<file path="src/rtl/l1_tlb_refill.sv">
// L1 TLB refill/replacement controller: owns tags and valid bits, issues PTW walks on a
// miss and writes the response into an invalid-first / tree-PLRU victim entry.
module l1_tlb_refill (
  input  logic        clk,
  input  logic        reset,
  input  logic        io_req_valid,
  output logic        io_req_ready,
  input  logic [26:0] io_req_bits_vpn,
  input  logic [6:0]  io_ptw_ptbr_asid,
  input  logic        tlb_miss,
  input  logic [7:0]  hits,
  output logic        io_ptw_req_valid,
  input  logic        io_ptw_req_ready,
  output logic [26:0] io_ptw_req_bits,
  input  logic        io_ptw_resp_valid,
  input  logic        io_ptw_resp_bits_error,
  input  logic [19:0] io_ptw_resp_bits_pte_ppn,
  input  logic [5:0]  io_ptw_resp_bits_pte_perm,
  input  logic        io_ptw_invalidate,
  output logic [33:0] tags_0,
  output logic [33:0] tags_1,
  output logic [33:0] tags_2,
  output logic [33:0] tags_3,
  output logic [33:0] tags_4,
  output logic [33:0] tags_5,
  output logic [33:0] tags_6,
  output logic [33:0] tags_7,
  output logic [7:0]  valid,
  output logic        refill_wen,
  output logic [2:0]  refill_idx,
  output logic [19:0] refill_ppn,
  output logic [5:0]  refill_perm
);

  typedef enum logic [1:0] {
    StReady          = 2'd0,
    StRequest        = 2'd1,
    StWait           = 2'd2,
    StWaitInvalidate = 2'd3
  } state_e;

  state_e      state_q, state_d;
  logic [33:0] refill_tag_q, refill_tag_d;
  logic [2:0]  refill_idx_q, refill_idx_d;
  logic [33:0] tags_q [8];
  logic [7:0]  valid_q, valid_d;
  logic [6:0]  plru_q, plru_d;
  logic [2:0]  victim;
  logic [2:0]  plru_victim;
  logic [2:0]  hit_way;
  logic        wen;

  // Mark way w as most recently used along its path in the 3-level tree.
  function automatic logic [6:0] plru_touch(input logic [6:0] p, input logic [2:0] w);
    logic [6:0] r;
    r = p;
    r[0] = ~w[2];
    r[3'd1 + {2'b00, w[2]}] = ~w[1];
    r[3'd3 + {1'b0, w[2], w[1]}] = ~w[0];
    return r;
  endfunction

  // Victim: lowest-index invalid entry, else follow the PLRU tree.
  always_comb begin
    logic v2, v1;
    v2 = plru_q[0];
    v1 = plru_q[3'd1 + {2'b00, v2}];
    plru_victim = {v2, v1, plru_q[3'd3 + {1'b0, v2, v1}]};
    victim = plru_victim;
    for (int i = 7; i >= 0; i--) begin
      if (!valid_q[i]) victim = 3'(i);
    end
  end

  // Lowest-index hit way, used for the PLRU touch on a hit.
  always_comb begin
    hit_way = 3'd0;
    for (int i = 7; i >= 0; i--) begin
      if (hits[i]) hit_way = 3'(i);
    end
  end

  // FSM next-state, refill capture and write strobe.
  always_comb begin
    state_d      = state_q;
    refill_tag_d = refill_tag_q;
    refill_idx_d = refill_idx_q;
    wen          = 1'b0;
    case (state_q)
      StReady: begin
        if (io_req_valid && tlb_miss) begin
          refill_tag_d = {io_ptw_ptbr_asid, io_req_bits_vpn};
          refill_idx_d = victim;
          state_d      = StRequest;
        end
      end
      StRequest: begin
        if (io_ptw_invalidate) state_d = StReady;
        else if (io_ptw_req_ready) state_d = StWait;
      end
      StWait: begin
        if (io_ptw_resp_valid) begin
          // A response racing an sfence is dropped.
          wen     = ~io_ptw_invalidate;
          state_d = StReady;
        end else if (io_ptw_invalidate) begin
          state_d = StWaitInvalidate;
        end
      end
      StWaitInvalidate: begin
        if (io_ptw_resp_valid) state_d = StReady;
      end
      default: state_d = StReady;
    endcase
  end

  // Valid and PLRU next state; invalidate overrides any write.
  always_comb begin
    valid_d = valid_q;
    plru_d  = plru_q;
    if (wen) begin
      valid_d[refill_idx_q] = ~io_ptw_resp_bits_error;
      plru_d                = plru_touch(plru_q, refill_idx_q);
    end else if (io_req_valid && io_req_ready && (|hits)) begin
      plru_d = plru_touch(plru_q, hit_way);
    end
    if (io_ptw_invalidate) valid_d = '0;
  end

  // Control and replacement state registers.
  always_ff @(posedge clk or posedge reset) begin
    if (reset) begin
      state_q      <= StReady;
      refill_tag_q <= '0;
      refill_idx_q <= '0;
      valid_q      <= '0;
      plru_q       <= '0;
    end else begin
      state_q      <= state_d;
      refill_tag_q <= refill_tag_d;
      refill_idx_q <= refill_idx_d;
      valid_q      <= valid_d;
      plru_q       <= plru_d;
    end
  end

  // Tag array, written only by a refill.
  always_ff @(posedge clk or posedge reset) begin
    if (reset) begin
      for (int i = 0; i < 8; i++) tags_q[i] <= '0;
    end else if (wen) begin
      tags_q[refill_idx_q] <= refill_tag_q;
    end
  end

  assign io_req_ready     = (state_q == StReady);
  assign io_ptw_req_valid = (state_q == StRequest);
  assign io_ptw_req_bits  = refill_tag_q[26:0];
  assign refill_wen       = wen;
  assign refill_idx       = refill_idx_q;
  assign refill_ppn       = wen ? io_ptw_resp_bits_pte_ppn : 20'd0;
  assign refill_perm      = (wen && !io_ptw_resp_bits_error) ? io_ptw_resp_bits_pte_perm : 6'd0;
  assign valid            = valid_q;
  assign tags_0           = tags_q[0];
  assign tags_1           = tags_q[1];
  assign tags_2           = tags_q[2];
  assign tags_3           = tags_q[3];
  assign tags_4           = tags_q[4];
  assign tags_5           = tags_q[5];
  assign tags_6           = tags_q[6];
  assign tags_7           = tags_q[7];

endmodule
</file>
<file path="config.mk">
export PLATFORM = sky130hd
export DESIGN_NAME = l1_tlb_refill
export DESIGN_NICKNAME = d
export VERILOG_FILES = /design/src/rtl/l1_tlb_refill.sv
export SDC_FILE = /design/constraint.sdc
export NUM_CORES = 1
export LEC_CHECK = 0
export ABC_AREA = 1
export BUFFER_PORTS_ARGS = -buffer_cell sky130_fd_sc_hd__buf_2
export CORE_MARGIN = 4
export CORE_UTILIZATION = 45
export CTS_CLUSTER_SIZE = 24
export DETAILED_ROUTE_END_ITERATION = 10
export PLACE_DENSITY = 0.72
export SYNTH_ARGS = -nofsm -noshare
export SYNTH_HDL_FRONTEND = slang
export SYNTH_SLANG_ARGS = --single-unit
</file>
<file path="constraint.sdc">
create_clock -name clk -period 23.7 [get_ports clk]
set_clock_uncertainty 0.1 [all_clocks]
set_input_delay 4.74 -clock clk [delete_from_list [all_inputs] [get_ports clk]]
set_output_delay 4.74 -clock clk [all_outputs]
set_load 0.02 [all_outputs]
</file>
# After elaboration in Yosys (flattened, before gate mapping)
# Cells that the tools add are included.
[word_totals] wordCells=119 output_inout_bits=339 reg_bits=326
[classes] bitwise=9 add_sub_neg=6 n_eq_ne=7 order_cmp=14 muxes=53 n_reduce_logical=17
[op_table] operator="272-bit bitwise mux" count=1
[op_table] operator="34-bit demux with 3-bit select" count=1
[op_table] operator="3-bit two-way mux" count=16
[op_table] operator="34-bit two-way mux" count=1
[op_table] operator="7-bit bitwise mux" count=4
[op_table] operator="20-bit two-way mux" count=1
[op_table] operator="3-bit by 4-bit < comparator with 1-bit output (second input constant)" count=4
[op_table] operator="8-bit two-way mux" count=2
[op_table] operator="1-bit demux with 3-bit select" count=5
[op_table] operator="7-bit two-way mux" count=2
[op_table] operator="2-bit by 4-bit < comparator with 1-bit output (second input constant)" count=3
[op_table] operator="2-bit two-way mux" count=6
[op_table] operator="1-bit logical AND" count=10
[op_table] operator="2-bit by 2-bit adder with 3-bit output (first input constant)" count=3
[op_table] operator="3-bit by 1-bit greater-or-equal comparator with 1-bit output (second input constant)" count=3
[op_table] operator="1-bit two-way mux" count=9
[op_table] operator="8-bit bitwise mux" count=1
[op_table] operator="1-bit inverter" count=8
[op_table] operator="2-bit one-hot mux with 4 select lines" count=1
[op_table] operator="8-bit OR reduction" count=1
[op_table] operator="1-bit by 1-bit adder with 2-bit output (first input constant)" count=3
[op_table] operator="1-bit binary-select mux with 3-bit select" count=2
[op_table] operator="6-bit two-way mux" count=1
[op_table] operator="2-bit equality test (second input constant)" count=2
[op_table] operator="14 further kinds" count=16

# Logic depth before layout (Yosys ltp)
# Gate-level depths: netlist of run 1.
[depth] depth_word=17 ltp_mapped=18 depth_no_buf=18

# Worst setup path before layout of run 1
# No wires, ideal clock.
[synth_timing] kind="input to output" from="input port io_ptw_resp_valid" to="output port refill_ppn[0]" slack_ns=13.070 arrival_ns=5.790 cell_stages=7 cell_sequence="nand2_1 -> nor3_2 -> buf_4 -> inv_2 -> buf_2 -> buf_1 -> nor2_1"
[synth_via] elab_chain_cells=3
[synth_rtl] element="start: declaration" line_no="15" rtl="input logic io_ptw_resp_valid,"
[synth_rtl] element="1-bit two-way mux" line_no="102" rtl="if (io_ptw_resp_valid) begin"
[synth_rtl] element="1-bit two-way mux" line_no="89" rtl="case (state_q)"
[synth_rtl] element="20-bit two-way mux" line_no="161" rtl="assign refill_ppn = wen ? io_ptw_resp_bits_pte_ppn : 20'd0;"
[synth_rtl] element="end: declaration" line_no="31" rtl="output logic [19:0] refill_ppn,"
# No other way between the ends.

# Worst setup path after layout of run 1
[layout_timing] from="input port io_ptw_resp_valid" to="output port refill_ppn[18]"
# Same word-level chain as after synthesis.

==> impl_metrics.env, run 1 <==
export IMPL_gp_congestion=0.822
export IMPL_routedWlPerCell_um=17.5
export IMPL_synthAdderAreaFrac_pct=1.29
export IMPL_max_cap_violations=0
export IMPL_die_w_um=176
export IMPL_cp_end_kind="output pin"
export IMPL_num_rows=61
export IMPL_synth_edf_count=0
export IMPL_worst_slack_ps=12880
export IMPL_clock_sinks=326
export IMPL_ys_ff_latch=326
export IMPL_drive_gt1_share_pct=29.0
export IMPL_mostFrequentLayoutCells="buf_2, nand2_1, dfrtp_1"
export IMPL_post_cts_buffers=0
export IMPL_switchingPower_uw=566
export IMPL_synthMuxAreaShare_pct=0
export IMPL_layout_commonest_cell="buf_2"
export IMPL_place_hpwl_mm=24.5
export IMPL_fin_crit_sh_pct=45.6
export IMPL_vias=10574
export IMPL_critPathMaxStageDelay_ps=280
export IMPL_synthCells=1308
export IMPL_hold_viol_final=0
export IMPL_max_freq_mhz=92.4
export IMPL_yosys_area_top_type_share_pct=64.5
export IMPL_syn_area_um2=12600
export IMPL_cts_root_buf="clkbuf_16"
export IMPL_yosysTopAreaCell="dfrtp_1"
export IMPL_wirelength_mm=36.3
export IMPL_p_clk_share_pct=31.9
export IMPL_drc=0
export IMPL_rsz0062_at_grt="false"
export IMPL_num_fill_cells=2496
export IMPL_finalMaxSlewViolations=0
export IMPL_viasPerCell=5.10
export IMPL_total_power_mw=1.63
export IMPL_diodes=0
export IMPL_dieArea_um2=30800
export IMPL_cpMostUsedCell="buf_2"
export IMPL_worstHoldPathType="flip-flop to flip-flop"
export IMPL_crit_type="primary input to output pin"
export IMPL_grt_pass1_wl_mm=57.6
export IMPL_synthToLayoutAreaGrowth_pct=26.1
export IMPL_p_comb_share_pct=25.4
export IMPL_antenna_found_initial=0
export IMPL_tns_ps=0
export IMPL_drt_iter0_markers=878
export IMPL_placed_area_um2=14800
export IMPL_vdd_ir_drop_max_mv=0.0735
export IMPL_grt_total_usage_pct=23.2
export IMPL_slew_headroom_pct=26.7
export IMPL_synth_area_leaders="dfrtp_1, o21ai_0, nand2_1"
export IMPL_core_area_um2=27800
export IMPL_wl_met1_mm=14.7
export IMPL_synthDistinctLibCells=28
export IMPL_cts_tree="yes"
export IMPL_final_nets=1763
export IMPL_p_sw_share_pct=34.7
export IMPL_status="complete, no violations"
export IMPL_p_per_area_nw_per_um2=102
export IMPL_route_met3_wl_mm=3.02
export IMPL_synth_simple_area_share_pct=12.9
export IMPL_cp_start_kind="primary input"
export IMPL_top_layer="met4"
export IMPL_synth_fp_nets=1397
export IMPL_die_h_um=176
export IMPL_numCtsBuffers=35
export IMPL_critPathRequiredTime_ps=18860
export IMPL_yosysSeqAreaShare_pct=64.5
export IMPL_cp_cell_sequence="buf_2 -> nand2_1 -> nor3_2 -> buf_4 -> inv_2 -> nor2_1 -> buf_2"
export IMPL_cpMaxStageDelayCell="buf_4"
export IMPL_synth_top_family_by_area="compound AO/OA/AOI/OAI gates"
export IMPL_synth_xor_area_share_pct=0
export IMPL_critPathTopFamily="buffers and inverters"
export IMPL_synth_avg_cell_area_um2=9.67
export IMPL_holdBufCountCts=0
export IMPL_cts_resized=0
export IMPL_seqPwrFrac_pct=42.7
export IMPL_internal_power_mw=1.06
export IMPL_overflow=0
export IMPL_fin_area_um2=15900
export IMPL_io_buffers=414
export IMPL_min_period_ps=10820
export IMPL_place_ws_ps=12910
export IMPL_async_reset_ff_share_pct=100
export IMPL_power_leakage_nw=8.68
export IMPL_ys_flop_type="dfrtp_1"
export IMPL_crit_path_max_fanout=34
export IMPL_grt_start_max_net_pins=190
export IMPL_cts_buffer_depth=3
export IMPL_path_clk_slew_ps=50
export IMPL_ys_warn_count=0
export IMPL_firstDrtPassIters=5
export IMPL_setup_viol=0
export IMPL_synth_compound_area_share_pct=14.4
export IMPL_grt_pass1_vias=10496
export IMPL_floorplan_initialDensity_pct=45.5
export IMPL_clk_latency_ps=510
export IMPL_arrival_ps=5980
export IMPL_boundaryPins=415
export IMPL_htreeDepth=2
export IMPL_wl_met2_mm=16.9
export IMPL_worst_pin_slew_ps=1100
export IMPL_cp_num_buf_inv=4
export IMPL_antenna_left=0
worst register-to-register path, cell delays in order (launching register included):
cell and delay (ps):
dfrtp_1 450, nand2_1 130, nor3_2 60, buf_4 210
inv_2 420, nor3_4 90, inv_2 290, buf_4 530
nand2_1 170, o21ai_0 120
power groups by stage:
stage / clock [mW] / combinational (mW) / sequential, mW
after floorplan: 0 / 0.207 / 0.768
after global placement: 0 / 0.410 / 0.700
after detailed placement: 0 / 0.418 / 0.703
after CTS: 0.530 / 0.419 / 0.695
after global routing: 0.556 / 0.457 / 0.707
final: 0.519 / 0.414 / 0.695
worst paths after layout:
check / to / cells past startpoint / slack [ps] / from
worst max-delay path: refill_ppn[18] / 7 / 12880 / io_ptw_resp_valid
worst min register to register: tags_6[7]$_DFFE_PP0P_ / 2 / 380 / tags_6[7]$_DFFE_PP0P_
max in group asynchronous: tags_3[32]$_DFFE_PP0P_ / 3 / 17670 / reset
worst min-delay path: tags_6[7]$_DFFE_PP0P_ / 2 / 380 / tags_6[7]$_DFFE_PP0P_
min in group asynchronous: tags_7[6]$_DFFE_PP0P_ / 2 / 4300 / reset
worst max register to register: tags_2[21]$_DFFE_PP0P_ / 9 / 21050 / state_q[1]$_DFFE_PP0P_
cell families (layout without fill, tap and decap cells):
kind of cell               Yosys count  after routing
buffers and inverters              197            583
adders and majority gates           13             13
DFF                                326            326
and+or+nand+nor                    417            417
AOI/OAI and AO/OA                  355            355
per-stage QoR:
step | hold slack (ps) | utilization (%) | instances
final | 377 | 57.4 | 2072
after global routing | 391 | 57.4 | 2072
after CTS | 382 | 57.4 | 2072
after detailed placement | 367 | 53.4 | 2015
after global placement | 360 | 53.4 | 2015
after floorplan | 370 | - | 1308
layout make-up:
cell class / count / area (um2) / share of cell area, %
clock buffers: 52 / 1050 / 6.60
clock inverters: 5 / 46.3 / 0.290
inverters: 101 / 387 / 2.42
multi-input cells: 785 / 3660 / 23.0
flip-flops and latches: 326 / 8160 / 51.2
well taps: 378 / 473 / 2.97
repair buffers: 425 / 2170 / 13.6
routing by layer:
metal | track usage [%] | vias to the layer above
met5 | 0 | -
met1 | 30.2 | 5073
met4 | 9.32 | 0
li1 | - | 4945
met3 | 5.79 | 103
met2 | 37.8 | 453
flip-flops by register name, summed over array words and instances, names as in the netlist:
register / cells
plru_q: 7
refill_idx: 3
refill_tag_q: 34
state_q: 2
tags_0: 34
tags_1: 34
tags_2: 34
tags_3: 34
tags_4: 34
tags_5: 34
tags_6: 34
tags_7: 34
valid: 8
cells in the mapped netlist (2+ instances only):
cell and number:
nand3_1 30, dfrtp_1 326, buf_2 2, nand2_1 344, buf_4 28, a21o_1 2
ha_1 13, o21ai_1 5, a31oi_1 4, o21ai_0 313, nor3_1 2, a21oi_1 17
inv_1 99, nor2_1 36, buf_1 2, buf_6 2, nand4_1 2, clkbuf_1 61
inv_2 2, o22ai_1 3, o21ai_2 5, o211ai_1 4
Note: power is estimated with default switching activity, not from simulation.
==> run 2, diff against run 1 <==
ABC_AREA = 0   (was 1)
PLACE_DENSITY = 0.71   (was 0.72)
clock period = 10.8 ns   (was 23.7 ns; I/O delays follow)
==> impl_metrics.env, run 2 <==
export IMPL_gp_congestion=0.816
export IMPL_cp_cell_sequence="buf_2 -> nor2_4 -> nand3_4 -> clkinv_2 -> and2_1 -> buf_2"
export IMPL_hold_slack_ps=381
export IMPL_syn_area_um2=13700
export IMPL_cts_resized=0
export IMPL_grt_total_usage_pct=21.4
export IMPL_p_comb_share_pct=13.3
export IMPL_status="complete, no violations"
export IMPL_fin_crit_sh_pct=53.7
export IMPL_fin_area_um2=16900
export IMPL_holdBufCountCts=0
export IMPL_overflow=0
export IMPL_vias=9007
export IMPL_yosys_area_top_type_share_pct=59.6
export IMPL_p_per_area_nw_per_um2=182
export IMPL_synthToLayoutAreaGrowth_pct=23.9
export IMPL_crit_path_max_fanout=38
export IMPL_reg2reg_depth=6
export IMPL_clk_latency_ps=510
export IMPL_cts_buffer_depth=3
export IMPL_die_h_um=182
export IMPL_cp_num_buf_inv=3
export IMPL_fin_util_pct=56.9
export IMPL_arrival_ps=3540
export IMPL_synthCells=953
export IMPL_max_cap_violations=0
export IMPL_async_reset_ff_share_pct=100
export IMPL_grt_start_max_net_pins=183
export IMPL_drt_iter0_markers=408
export IMPL_rsz0062_at_grt="false"
export IMPL_final_nets=1433
export IMPL_htreeDepth=2
export IMPL_synth_most_common_cell="dfrtp_1"
export IMPL_critPathRequiredTime_ps=8540
export IMPL_hold_viol_final=0
export IMPL_dp_cells=1695
export IMPL_wirelength_mm=36.2
export IMPL_layout_commonest_cell="buf_2"
export IMPL_path_clk_slew_ps=60
export IMPL_multi_input_comb_area_um2=4910
export IMPL_synth_avg_cell_area_um2=14.4
export IMPL_cp_start_kind="primary input"
export IMPL_switchingPower_uw=894
export IMPL_finalMaxSlewViolations=0
export IMPL_synth_area_leaders="dfrtp_1, mux2_2, mux2_4"
export IMPL_dieArea_um2=33300
export IMPL_num_rows=63
export IMPL_cp_depth=6
export IMPL_io_buffers=414
export IMPL_viasPerCell=5.11
export IMPL_synthTopCellsByCount="dfrtp_1, mux2_2, nand2_1"
export IMPL_num_fill_cells=2503
export IMPL_placed_area_um2=15800
export IMPL_internal_power_mw=2.19
export IMPL_synth_fp_nets=1042
export IMPL_cpMaxStageDelayCell="clkinv_2"
export IMPL_yosysTopAreaCell="dfrtp_1"
export IMPL_worst_pin_slew_ps=1070
export IMPL_critPathTopFamily="buffers and inverters"
export IMPL_place_ws_ps=4990
export IMPL_crit_type="primary input to output pin"
export IMPL_tns_ps=0
export IMPL_mostFrequentLayoutCells="buf_2, dfrtp_1, mux2_2"
export IMPL_cpMostUsedCell="buf_2"
export IMPL_grt_pass1_vias=9544
export IMPL_seq_area_um2=8160
export IMPL_worstHoldPathType="flip-flop to flip-flop"
export IMPL_seqPwrFrac_pct=47.5
export IMPL_drive_gt1_share_pct=53.9
export IMPL_ys_ff_latch=326
export IMPL_synth_edf_count=0
export IMPL_power_leakage_nw=9.94
export IMPL_antenna_found_initial=1
export IMPL_cp_end_kind="output pin"
export IMPL_p_sw_share_pct=29.0
export IMPL_numCtsBuffers=37
export IMPL_core_area_um2=29800
export IMPL_drc=0
export IMPL_min_path_cells=1
export IMPL_post_cts_buffers=0
export IMPL_ys_warn_count=0
export IMPL_slew_headroom_pct=28.3
export IMPL_routedWlPerCell_um=20.6
export IMPL_critPathMaxStageDelay_ps=430
export IMPL_boundaryPins=415
export IMPL_place_hpwl_mm=24.9
export IMPL_floorplan_initialDensity_pct=45.9
export IMPL_die_w_um=182
export IMPL_firstDrtPassIters=4
export IMPL_setup_viol=0
export IMPL_vdd_ir_drop_max_mv=0.167
export IMPL_antenna_left=0
export IMPL_final_cells=1761
export IMPL_cts_tree="yes"
export IMPL_grt_pass1_wl_mm=56.5
export IMPL_min_period_ps=5800
export IMPL_synthDistinctLibCells=41
export IMPL_ys_flop_type="dfrtp_1"
export IMPL_clock_sinks=326
export IMPL_worst_slack_ps=5000
export IMPL_max_freq_mhz=172
export IMPL_total_power_mw=3.08
export IMPL_cts_root_buf="clkbuf_16"
export IMPL_p_clk_share_pct=39.2
export IMPL_yosysSeqAreaShare_pct=59.6
-- run 2: path summary, 6_finish.rpt --
kind,from,slack (ps),to
worst min register to register,tags_7[12]$_DFFE_PP0P_,380,tags_7[12]$_DFFE_PP0P_
min in group asynchronous,reset,1700,tags_5[13]$_DFFE_PP0P_
worst max register to register,state_q[0]$_DFFE_PP0P_,7590,tags_0[0]$_DFFE_PP0P_
worst min-delay path,tags_7[12]$_DFFE_PP0P_,380,tags_7[12]$_DFFE_PP0P_
worst max-delay path,io_ptw_invalidate,5000,refill_ppn[7]
max in group asynchronous,reset,7000,tags_3[5]$_DFFE_PP0P_
-- run 2: final cells by class --
cell class                      instances  area share [%]
Sequential cell                       326            48.1
Multi-Input combinational cell        545            29.0
Timing Repair Buffer                  424            12.7
Clock buffer                           52            6.27
Tap cell                              390            2.88
Clock inverter                         13           0.716
Inverter                               10           0.251
Antenna cell                            1          0.0148
-- run 2: kinds of logic (layout without fill, tap and decap cells) --
kind of cell             count (synthesis)  after routing  synth area share (%)
AO/OA/AOI/OAI                           43             43                  2.04
adder cells (fa/ha/maj)                 13             13                  1.19
buffers and inverters                   82            499                  4.52
flip-flops                             326            326                  59.6
multiplexers                           278            278                  25.1
other                                    0              1                     0
AND/OR/NAND/NOR                        211            211                  7.47
-- run 2: worst register-to-register path, delay by kind of cell (launching register included) --
kind	cells	cell delay (ps)
mux	1	380
simple gates	3	1190
flops	1	540
buf+inv	2	880
-- run 2: layer usage --
layer	vias up	track usage, %	wire, um
met5	-	0	0
met4	0	5.94	932
met3	60	5.34	2730
met2	321	36.5	17700
met1	4597	27.4	14800
li1	4029	-	-
-- run 2: power by group through the flow --
stage | Sequential [mW] | Combinational [mW] | Clock, mW
global route | 1.48 | 0.448 | 1.29
CTS | 1.46 | 0.417 | 1.23
global placement | 1.48 | 0.409 | 0
floorplan | 1.50 | 0.224 | 0
detailed placement | 1.48 | 0.415 | 0
finish | 1.46 | 0.411 | 1.21
==> run 3, diff against run 2 <==
clock period = 5.7 ns   (was 10.8 ns; I/O delays follow)
==> impl_metrics.env, run 3 (synthesis results as in run 2) <==
export IMPL_seqPwrFrac_pct=47.6
export IMPL_arrival_ps=2520
export IMPL_drc=0
export IMPL_final_cells=1756
export IMPL_rsz0062_at_grt="false"
export IMPL_die_w_um=182
export IMPL_slew_headroom_pct=25.1
export IMPL_p_clk_share_pct=39.4
export IMPL_finalMaxSlewViolations=0
export IMPL_cp_end_kind="output pin"
export IMPL_worst_slack_ps=1940
export IMPL_cts_resized=0
export IMPL_worst_pin_slew_ps=1120
export IMPL_min_path_cells=1
export IMPL_grt_start_max_net_pins=175
export IMPL_max_freq_mhz=266
export IMPL_post_cts_buffers=0
export IMPL_vias=8969
export IMPL_numCtsBuffers=35
export IMPL_overflow=0
export IMPL_hp_start="tags_7[30]$_DFFE_PP0P_"
export IMPL_cts_root_buf="clkbuf_16"
export IMPL_synthToLayoutAreaGrowth_pct=23.9
export IMPL_fin_crit_sh_pct=66.0
export IMPL_internal_power_mw=4.17
export IMPL_place_ws_ps=1740
export IMPL_htreeDepth=2
export IMPL_clock_sinks=326
export IMPL_num_rows=63
export IMPL_p_sw_share_pct=28.7
export IMPL_fin_area_um2=16900
export IMPL_crit_type="primary input to output pin"
export IMPL_status="complete, no violations"
export IMPL_num_fill_cells=2461
export IMPL_cts_tree="yes"
export IMPL_cp_start_kind="primary input"
export IMPL_boundaryPins=415
export IMPL_timing_rr_start="state_q[0]$_DFFE_PP0P_"
export IMPL_die_h_um=182
export IMPL_cts_buffer_depth=3
export IMPL_path_clk_slew_ps=60
export IMPL_layout_commonest_cell="buf_2"
export IMPL_antenna_found_initial=0
export IMPL_dp_cells=1695
export IMPL_fin_util_pct=56.9
export IMPL_setup_viol=0
export IMPL_holdBufCountCts=0
export IMPL_viasPerCell=5.11
export IMPL_drt_iter0_markers=481
export IMPL_p_comb_share_pct=13.0
export IMPL_worstHoldPathType="flip-flop to flip-flop"
export IMPL_p_per_area_nw_per_um2=345
export IMPL_critPathRequiredTime_ps=4460
export IMPL_core_area_um2=29800
export IMPL_reg2reg_depth=6
export IMPL_mostFrequentLayoutCells="buf_2, dfrtp_1, mux2_2"
export IMPL_placed_area_um2=15800
export IMPL_crit_path_max_fanout=38
export IMPL_io_buffers=414
export IMPL_wirelength_mm=36.3
export IMPL_switchingPower_mw=1.68
export IMPL_grt_pass1_wl_mm=56.1
export IMPL_hold_viol_final=0
export IMPL_grt_total_usage_pct=21.3
export IMPL_gp_congestion=0.796
export IMPL_dieArea_um2=33300
export IMPL_r2r_end="tags_6[8]$_DFFE_PP0P_"
export IMPL_routedWlPerCell_um=20.7
export IMPL_firstDrtPassIters=4
export IMPL_antenna_left=0
export IMPL_power_leakage_nw=9.94
export IMPL_place_hpwl_mm=24.9
export IMPL_holdPathEnd="tags_7[30]$_DFFE_PP0P_"
export IMPL_grt_pass1_vias=9416
export IMPL_drive_gt1_share_pct=54.0
export IMPL_max_cap_violations=0
export IMPL_min_period_ps=3760
export IMPL_vdd_ir_drop_max_mv=0.298
export IMPL_final_nets=1431
export IMPL_diodes=0
export IMPL_floorplan_initialDensity_pct=45.9
export IMPL_clk_latency_ps=500
export IMPL_tns_ps=0
export IMPL_r2r_setup_slack_ps=2540
run 3: cell type report:
cell class	instances	area (um2)	area share, %
sequential	326	8160	48.1
multi-input combinational	545	4910	29.0
timing repair buffer	424	2170	12.8
clock buffer	47	1000	5.91
tap	390	488	2.88
clock inverter	14	169	0.997
inverter	10	42.5	0.251
run 3: worst max path at each step:
stage                 startpoint                endpoint  slack, ps
2_1_floorplan              reset   plru_q[0]$_DFFE_PP0P_        110
3_3_place_gp   io_ptw_invalidate  tags_6[16]$_DFFE_PP0P_       1850
3_5_place_dp   io_ptw_invalidate   tags_6[8]$_DFFE_PP0P_       1740
4_1_cts        io_ptw_invalidate           refill_ppn[0]       1940
5_1_grt        io_ptw_invalidate           refill_ppn[9]       1770
6_report       io_ptw_invalidate           refill_ppn[0]       1940
run 3: per-layer routing:
metal,vias to the layer above,track usage [%],share of wire (%)
met5,-,0,0
met4,0,5.73,2.6
met3,67,4.44,6.7
met2,319,35.8,49
met1,4552,28.5,42
li1,4031,-,-
run 3: power groups by stage:
stage | logic [mW] | registers, mW | clock network [mW]
floorplan | 0.425 | 2.85 | 0
global placement | 0.753 | 2.81 | 0
detailed placement | 0.766 | 2.83 | 0
CTS | 0.769 | 2.79 | 2.35
global route | 0.822 | 2.82 | 2.46
finish | 0.758 | 2.78 | 2.30
run 3: metrics by stage:
| stage | power [mW] | hold WS, ps |
|---|---|---|
| final | 5.84 | 385 |
| after global routing | 6.11 | 396 |
| after CTS | 5.91 | 390 |
| after detailed placement | 3.59 | 377 |
| after global placement | 3.57 | 368 |
| after floorplan | 3.27 | 438 |
run 3: worst max-delay path, stage by stage:
cell      delay, ps
buf_2           220
nor2_4           60
nand3_4         140
clkinv_2        430
and2_1          360
buf_2           160
